`config.mk`:
```
export PLATFORM = sky130hd
export DESIGN_NAME = instr_fetch
export DESIGN_NICKNAME = d
export VERILOG_FILES = /design/src/rtl/risc_constants.sv /design/src/rtl/fetch_pc_gen.sv /design/src/rtl/instr_fetch.sv
export SDC_FILE = /design/constraint.sdc
export NUM_CORES = 1
export LEC_CHECK = 0
export ABC_AREA = 1
export CAP_MARGIN = 20
export CORE_UTILIZATION = 43
export DETAILED_ROUTE_END_ITERATION = 10
export PLACE_DENSITY = 0.87
export SETUP_SLACK_MARGIN = 0.15
export SKIP_CTS_REPAIR_TIMING = 1
export SLEW_MARGIN = 20
export SYNTH_ARGS = -nofsm -noshare
export SYNTH_HDL_FRONTEND = slang
export SYNTH_HIERARCHICAL = 1
export SYNTH_SLANG_ARGS = --single-unit
```
`constraint.sdc`:
```
create_clock -name clk -period 1.8 [get_ports clk]
set_clock_uncertainty 0.1 [all_clocks]
set_input_delay 0.27 -clock clk [delete_from_list [all_inputs] [get_ports clk]]
set_output_delay 0.27 -clock clk [all_outputs]
set_load 0.01 [all_outputs]
```
`src/rtl/risc_constants.sv`:
```
// rtl/risc_constants.sv - shared fetch constants, address widths and FSM state encoding
package risc_constants;

  localparam int XADR = 32;
  localparam int ILEN = 32;
  localparam int IMEM_WORDS_DEF = 128;
  localparam logic [XADR-1:0] RESET_ADDR_DEF = 32'd0;
  localparam logic [XADR-1:0] ILLOP_ADDR_DEF = 32'd4;

  typedef enum logic [1:0] {
    ST_BOOT = 2'd0,
    ST_RUN  = 2'd1,
    ST_HALT = 2'd2
  } fetch_state_e;

  function automatic logic [XADR-1:0] word_align(input logic [XADR-1:0] addr);
    return addr & ~32'h3;
  endfunction

endpackage

```
`src/rtl/fetch_pc_gen.sv`:
```
// rtl/fetch_pc_gen.sv - next-PC selection: redirect, +4, illop vector (FETCH_BOUNDS_CHECK_EN) or hold
module fetch_pc_gen
  import risc_constants::*;
#(
  parameter logic [XADR-1:0] ILLOP_ADDR = ILLOP_ADDR_DEF,
  parameter int IMEM_WORDS = IMEM_WORDS_DEF
) (
  input  logic [XADR-1:0] pc_q,
  input  logic            redirect_en,
  input  logic [XADR-1:0] redirect_target,
  input  logic            fetch_en,
  output logic [XADR-1:0] pc_next
`ifdef FETCH_BOUNDS_CHECK_EN
  ,output logic           oob
`endif
);

`ifdef FETCH_BOUNDS_CHECK_EN
  logic out_of_range;
  assign out_of_range = (pc_q >> 2) >= 32'(IMEM_WORDS);
  assign oob = fetch_en && !redirect_en && out_of_range;
`endif

  always_comb begin
    pc_next = pc_q;
    if (redirect_en) begin
      pc_next = word_align(redirect_target);
    end else if (fetch_en) begin
`ifdef FETCH_BOUNDS_CHECK_EN
      pc_next = out_of_range ? ILLOP_ADDR : pc_q + 32'd4;
`else
      pc_next = pc_q + 32'd4;
`endif
    end
  end

endmodule

```
`src/rtl/instr_fetch.sv`:
```
// rtl/instr_fetch.sv - fetch stage: PC, IF/ID register, halt FSM; FETCH_BOUNDS_CHECK_EN adds illop
module instr_fetch
  import risc_constants::*;
#(
  parameter logic [XADR-1:0] RESET_ADDR = RESET_ADDR_DEF,
  parameter int IMEM_WORDS = IMEM_WORDS_DEF,
  parameter logic [XADR-1:0] ILLOP_ADDR = ILLOP_ADDR_DEF
) (
  input  logic            clk,
  input  logic            rst_n,
  output logic [XADR-1:0] imem_addr,
  input  logic [ILEN-1:0] imem_data,
  output logic            if_valid,
  output logic [ILEN-1:0] if_instr,
  output logic [XADR-1:0] if_pc,
  output logic [XADR-1:0] if_pc_plus4,
  input  logic            id_ready,
  input  logic            redirect_valid,
  input  logic [XADR-1:0] redirect_target,
  input  logic            halt_req,
  input  logic            resume,
  output logic            halted,
  output logic [15:0]     fetch_count
`ifdef FETCH_BOUNDS_CHECK_EN
  ,output logic           illop
`endif
);

  fetch_state_e    state_q;
  logic [XADR-1:0] pc_q;
  logic [XADR-1:0] pc_next;
  logic            redirect_en;
  logic            load;
  logic            fetch_en;
  logic            xfer;
  logic            oob;

  assign imem_addr   = pc_q;
  assign redirect_en = redirect_valid && (state_q != ST_BOOT);
  assign load        = !if_valid || id_ready;
  assign fetch_en    = (state_q == ST_RUN) && load && !redirect_en;
  // A squashed instruction is discarded, not handed to decode.
  assign xfer        = if_valid && id_ready && !redirect_en;

  fetch_pc_gen #(
    .ILLOP_ADDR(ILLOP_ADDR),
    .IMEM_WORDS(IMEM_WORDS)
  ) u_pc_gen (
    .pc_q           (pc_q),
    .redirect_en    (redirect_en),
    .redirect_target(redirect_target),
    .fetch_en       (fetch_en),
    .pc_next        (pc_next)
`ifdef FETCH_BOUNDS_CHECK_EN
    ,.oob           (oob)
`endif
  );

`ifndef FETCH_BOUNDS_CHECK_EN
  assign oob = 1'b0;
`endif

  always_ff @(posedge clk or negedge rst_n) begin
    if (!rst_n) begin
      state_q     <= ST_BOOT;
      pc_q        <= RESET_ADDR;
      if_valid    <= 1'b0;
      if_instr    <= '0;
      if_pc       <= '0;
      if_pc_plus4 <= '0;
      halted      <= 1'b0;
      fetch_count <= '0;
`ifdef FETCH_BOUNDS_CHECK_EN
      illop       <= 1'b0;
`endif
    end else begin
      pc_q <= pc_next;
      if (xfer) fetch_count <= fetch_count + 16'd1;

      if (redirect_en) begin
        if_valid <= 1'b0;
      end else if (fetch_en && !oob) begin
        if_valid    <= 1'b1;
        if_instr    <= imem_data;
        if_pc       <= pc_q;
        if_pc_plus4 <= pc_q + 32'd4;
      end else if (fetch_en || xfer) begin
        if_valid <= 1'b0;
      end

`ifdef FETCH_BOUNDS_CHECK_EN
      illop <= fetch_en && oob;
`endif

      case (state_q)
        ST_BOOT: begin
          state_q <= ST_RUN;
          halted  <= 1'b0;
        end
        ST_RUN: begin
          if (halt_req) begin
            state_q <= ST_HALT;
            halted  <= 1'b1;
          end
        end
        ST_HALT: begin
          if (resume && !halt_req) begin
            state_q <= ST_RUN;
            halted  <= 1'b0;
          end
        end
        default: begin
          state_q <= ST_BOOT;
          halted  <= 1'b0;
        end
      endcase
    end
  end

endmodule

```
==> results of run 1 <==
-- power by group --
| group | switching, mW | internal, mW | total (mW) |
|---|---|---|---|
| clock | 1.40 | 1.90 | 3.30 |
| combinational | 5.45 | 4.92 | 10.4 |
| sequential | 1.31 | 4.72 | 6.03 |
| total | 8.16 | 11.5 | 19.7 |
-- metrics by stage --
step | area, um^2 | hold slack, ns | setup slack [ns]
2_1_floorplan | 7392 | -0.1256 | -0.01969
3_3_place_gp | 10070 | 0.1120 | -0.2158
3_5_place_dp | 10070 | 0.1170 | -0.2609
4_1_cts | 10610 | -0.3364 | -0.2743
5_1_grt | 12100 | 0.2536 | -0.1303
6_report | 12100 | 0.2261 | -0.09518
-- cell families (layout without fill, tap and decap cells) --
logic type	Yosys count	in the layout
AO/OA/AOI/OAI	47	47
XOR/XNOR	22	22
adder cells (fa/ha/maj)	3	3
buffers and inverters	113	448
flip-flops	145	145
AND/OR/NAND/NOR	657	657
-- synth_stat cells (2+ instances only) --
cell type,number
a21oi_1,6
a31oi_1,2
buf_2,17
buf_4,3
buf_6,3
clkbuf_1,5
dfrtp_1,145
ha_1,3
inv_1,83
inv_2,2
nand2_1,366
nand2_2,7
nand3_1,88
nand3_2,3
nand3b_1,4
nand4_1,9
nor2_1,154
nor2_2,8
nor2_4,7
nor3_1,2
o21ai_0,26
o21ai_1,10
or2_2,6
xnor2_1,10
xor2_1,12
-- flip-flops by register name (all words and copies together), names as in the netlist --
| name | flops |
|---|---|
| halted | 1 |
| fetch_count | 16 |
| if_valid | 1 |
| if_pc_plus4 | 30 |
| if_instr | 32 |
| imem_addr | 32 |
| if_pc | 32 |
| state_q | 1 |
-- worst max-delay path, delay by kind of cell, from the launching register on --
family        cells  cell delay (ns)
flops             1             0.47
buf+inv           2             0.22
simple gates      7             1.01
-- final cells by class --
cell class | count | area [um^2] | share of cell area [%]
clock buffers | 23 | 488.0 | 4.033
clock inverters | 9 | 57.56 | 0.4757
inverters | 85 | 329.1 | 2.720
multi-input cells | 729 | 3631 | 30.01
flip-flops and latches | 145 | 3669 | 30.32
well taps | 220 | 275.3 | 2.275
repair buffers | 331 | 3649 | 30.16
-- placed cells by master, fill, tap and decap left out, types with 11 or more instances in the layout --
| cell | netlist | layout |
|---|---|---|
| nand2_1 | 366 | 358 |
| o21ai_1 | 10 | 15 |
| dlymetal6s2s_1 | 0 | 146 |
| dfrtp_1 | 145 | 113 |
| xor2_1 | 12 | 11 |
| nor2_2 | 8 | 22 |
| clkdlybuf4s50_1 | 0 | 66 |
| dfrtp_2 | 0 | 32 |
| nor2_1 | 154 | 122 |
| clkbuf_16 | 0 | 20 |
| o21ai_0 | 26 | 19 |
| nand3_1 | 88 | 72 |
| nand3_2 | 3 | 16 |
| inv_1 | 83 | 79 |
| nor2_4 | 7 | 25 |
| buf_4 | 3 | 92 |
-- path summary, 6_finish.rpt --
kind / endpoint / slack (ns)
min in group clk: imem_addr[17] / 0.27
min: if_pc_plus4[22] / 0.23
max: imem_addr[24] / -0.1
min reg2reg: if_instr[0] / 0.37
max in group asynchronous: fetch_count[7] / 0.81
max reg2reg: imem_addr[24] / -0.1
-- metal layers --
metal | vias up | part of all wire (%)
li1 | 3721 | -
met1 | 4015 | 37
met2 | 623 | 48
met3 | 182 | 9.1
met4 | 2 | 6.1
met5 | - | 0.043
==> impl_metrics.toml, run 1 <==
[outcome]
status = "finished with violations"
violations = "DRC, setup timing"

[timing]
fin_ws_ns = -0.09518
tightest_slew_ns = 0.4276
fmax_mhz = 527.7
setup_viol_count_final = 6
rsz0062_at_grt = "true"
post-route-min-period_ns = 1.895
drv_slew = 0
min_period_over_period_pct = 105.3
relSlewSlack_pct = 71.49
finalHoldViolCount = 0
finalSetupTns_ns = -0.3501

[drt]
vias = 8543
wire_per_inst_um = 18.24
viasPerCell = 5.540
drt_pass1_iterations = 9
dr.first_iter.drc_count = 1009
routed_wl_mm = 28.13
ant_nets = 0
drc = 1

[worst_setup_path]
crit_slowest_cell = "dfrtp_2"
cp-startpoint = "imem_addr[17]"
start_kind = "flop"
cp.arrival_ns = 2.16
worst_setup_path_end_kind = "flop"
max_stage_delay_ns = 0.47
worst-r2r-cell-count = 9
cp_max_fo = 8
path_common_cell = "nand2_1"
cp.required_ns = 2.06
worstSetupPathType = "reg -> reg"
timing.rr.start = "imem_addr[17]"
crit_chain = "buf_4 > nand2_1 > nor2_1 > inv_1 > nor2_1 > nand3_1 > nand2_1 > nand3_1 > nand2_1"

[logic_synthesis]
synth_nets = 1060
synthArstFlopShare_pct = 100.0
synth-seq-cells = 145
syn_area_per_cell_um2 = 7.459
postSynthCellCount = 987
synthAdderAreaFrac_pct = 0.5099
synth_xor_area_share_pct = 2.617
syn_area_um2 = 7362
synth.largest_area_cell = "dfrtp_1"
ys_top_cells_by_area = "dfrtp_1 49%, nand2_1 19%, nor2_1 7.9%"
synth_mux_area_share_pct = 0
synth.top_cell.area_share_pct = 49.29
seq_area_frac_synth_pct = 49.29
synthDistinctLibCells = 31
synth_top_family_by_area = "simple AND/OR/NAND/NOR gates"
synth_compound_area_share_pct = 3.365
ys.flop_type = "dfrtp_1"
synth-simple-area-share_pct = 37.71
synth_edf_count = 0
ys_warn_count = 6

[grt]
met1_usage_pct = 32.75
grt_max_degree = 53
grt_overflow = 0
grt_pass1_vias = 7287
grt_usage_pct = 26.00
use_met2_pct = 42.09
grt_pass1_wl_mm = 35.90
grt-busiest-layer = "met2"
use_met3_pct = 5.134
antenna_found_initial = 1

[power_and_ir_drop]
finalPower_mw = 19.69
p_leak_nw = 7.206
p_per_area_nw_per_um2 = 1627
peakVddDrop_v = 0.0009271

[clock_network]
clk_path_buf_depth = 2
clk_latency_ns = 0.43
clock_sinks = 145
cts_buffers = 17
cts_tree = "done"
h-tree-depth = 4
clkTransAtPathRegs_ns = 0.06
clock-root-buffer = "clkbuf_16"

[placement]
gp_congestion = 0.9078
hpwl_mm = 16.55
dp_cells = 1440
io_buffers = 213

[layout]
nFillCells = 1042
synthToLayoutAreaGrowth_pct = 64.33
final-instance-count-excl-fill = 1542
fin_util_pct = 72.69
nNetsFinal = 1382
antennaDiodeCount = 0
drive_above_1_share_pct = 21.56

[die]
initial_utilization_pct = 44.24
core-area_um2 = 16640
die_w_um = 132.8
die_area_um2 = 17650
pin_count = 216
die_height_um = 132.8
rows = 47

[worst_hold_path]
hold_class = "in -> async"

[run]
cap_violations = 0
Power figures use the tool's default switching activity.
==> run 2: changes to the inputs <==
==> constraint.sdc (replaced) <==
create_clock -name clk -period 1.8 [get_ports clk]
set_clock_uncertainty 0.1 [all_clocks]
set_input_delay 0.27 -clock clk [delete_from_list [all_inputs] [get_ports clk]]
set_output_delay 0.27 -clock clk [all_outputs]
set_load 0.005 [all_outputs]
==> impl_metrics.toml, run 2 (synthesis results as in run 1) <==
[outcome]
status = "finished with violations"
violations = "setup timing"

[drt]
ant_nets = 0
routed_wl_mm = 29.94
viasPerCell = 5.619
drt_pass1_iterations = 8
drc = 0
vias = 8844
dr.first_iter.drc_count = 1343
wire_per_inst_um = 19.02

[worst_setup_path]
cp_max_fo = 43
cp-startpoint = "halted"
worstSetupPathType = "reg -> reg"
r2r-end = "if_pc_plus4[31]"
cp.arrival_ns = 2.18
worst_setup_path_end_kind = "flop"
r2r_setup_slack_ns = -0.12
worst-r2r-cell-count = 9
cp.required_ns = 2.06
timing.rr.start = "halted"
start_kind = "flop"
crit_end = "if_pc_plus4[31]"

[layout]
drive_above_1_share_pct = 23.78
layout.cells.most_common = "nand2_1"
final_cell_mix = "361 x nand2_1, 146 x dlymetal6s2s_1, 137 x buf_4"
synthToLayoutAreaGrowth_pct = 68.63
final_cell_area_um2 = 12410
final-instance-count-excl-fill = 1574
nFillCells = 1028
nNetsFinal = 1417
antennaDiodeCount = 0

[run]
cap_violations = 0

[timing]
rsz0062_at_grt = "true"
post-route-min-period_ns = 1.923
finalHoldViolCount = 0
finalSetupTns_ns = -0.5080
fin_ws_ns = -0.1234
min_period_over_period_pct = 106.9
drv_slew = 0
fmax_mhz = 519.9
hold_ws_ns = 0.2604
setup_viol_count_final = 11
tightest_slew_ns = 0.4912
relSlewSlack_pct = 67.26

[power_and_ir_drop]
sw_frac_of_total_pct = 38.06
cell_internal_pwr_mw = 12.74
p_leak_nw = 7.384
p_per_area_nw_per_um2 = 1657
finalPower_mw = 20.57
p_clk_share_pct = 21.6
peakVddDrop_v = 0.0009996
p_sw_mw = 7.829
seqPwrFrac_pct = 29.3
power_frac_comb_pct = 49.1

[die]
die_height_um = 132.8
core-area_um2 = 16640
rows = 47
die_w_um = 132.8
die_area_um2 = 17650
initial_utilization_pct = 44.24
pin_count = 216

[grt]
grt_pass1_wl_mm = 36.02
use_met2_pct = 41.88
grt_usage_pct = 25.91
grt_max_degree = 87
met1_usage_pct = 33.11
antenna_found_initial = 0
grt_overflow = 0
grt_pass1_vias = 7385
grt-busiest-layer = "met2"
use_met3_pct = 5.211

[placement]
io_buffers = 213
gp_congestion = 0.8957
hpwl_mm = 16.02
postPlaceCellArea_um2 = 10050
dp_cells = 1436

[clock_network]
clk_path_buf_depth = 2
cts_tree = "done"
clkTransAtPathRegs_ns = 0.06
h-tree-depth = 4
clk_latency_ns = 0.43
cts_buffers = 17
clock_sinks = 145
clock-root-buffer = "clkbuf_16"

[worst_hold_path]
hold_class = "in -> async"
## run 2: worst min-delay path by stage
stage,start,end,slack (ns),cells past startpoint
floorplan,rst_n,fetch_count[0],-0.13,0
global placement,rst_n,if_instr[9],0.14,1
detailed placement,rst_n,if_instr[9],0.15,1
CTS,rst_n,if_instr[30],-0.30,1
global route,redirect_target[17],imem_addr[17],0.28,3
finish,rst_n,if_instr[9],0.26,2
## run 2: power groups by stage
stage                     Clock (mW)  Combinational [mW]  Sequential [mW]
after floorplan                    0                3.09             5.98
after global placement             0                7.25             6.17
after detailed placement           0                7.48             6.20
after CTS                       4.42                7.53             6.19
after global routing            4.58                10.8             6.14
final                           4.44                10.1             6.03
## run 2: worst max-delay path, stage by stage (launching register included)
cell	delay, ns
dfrtp_1	0.38
inv_1	0.06
nand2_2	0.07
inv_2	0.08
nand3_4	0.11
buf_4	0.19
buf_16	0.19
nor2_1	0.41
nand2_1	0.13
nand3_1	0.11
## run 2: through the flow
stage,setup slack [ns],utilization [%]
after floorplan,0.01180,-
after global placement,-0.2386,60.38
after detailed placement,-0.2685,60.38
after CTS,-0.1988,64.72
after global routing,-0.2972,74.60
final,-0.1234,74.60
## run 2: final cells by class
cell class / instances / area (um^2) / share of cell area [%]
tap: 220 / 275.3 / 2.217
timing repair buffer: 366 / 3799 / 30.60
clock inverter: 11 / 284.0 / 2.288
clock buffer: 18 / 439.2 / 3.538
inverter: 85 / 336.6 / 2.711
sequential: 145 / 3671 / 29.57
multi-input combinational: 729 / 3610 / 29.08
## run 2: per-layer routing
| metal | share of wire [%] | vias to the layer above |
|---|---|---|
| met3 | 10 | 236 |
| met2 | 47 | 718 |
| met5 | 0 | - |
| li1 | - | 3779 |
| met4 | 6.9 | 0 |
| met1 | 36 | 4111 |
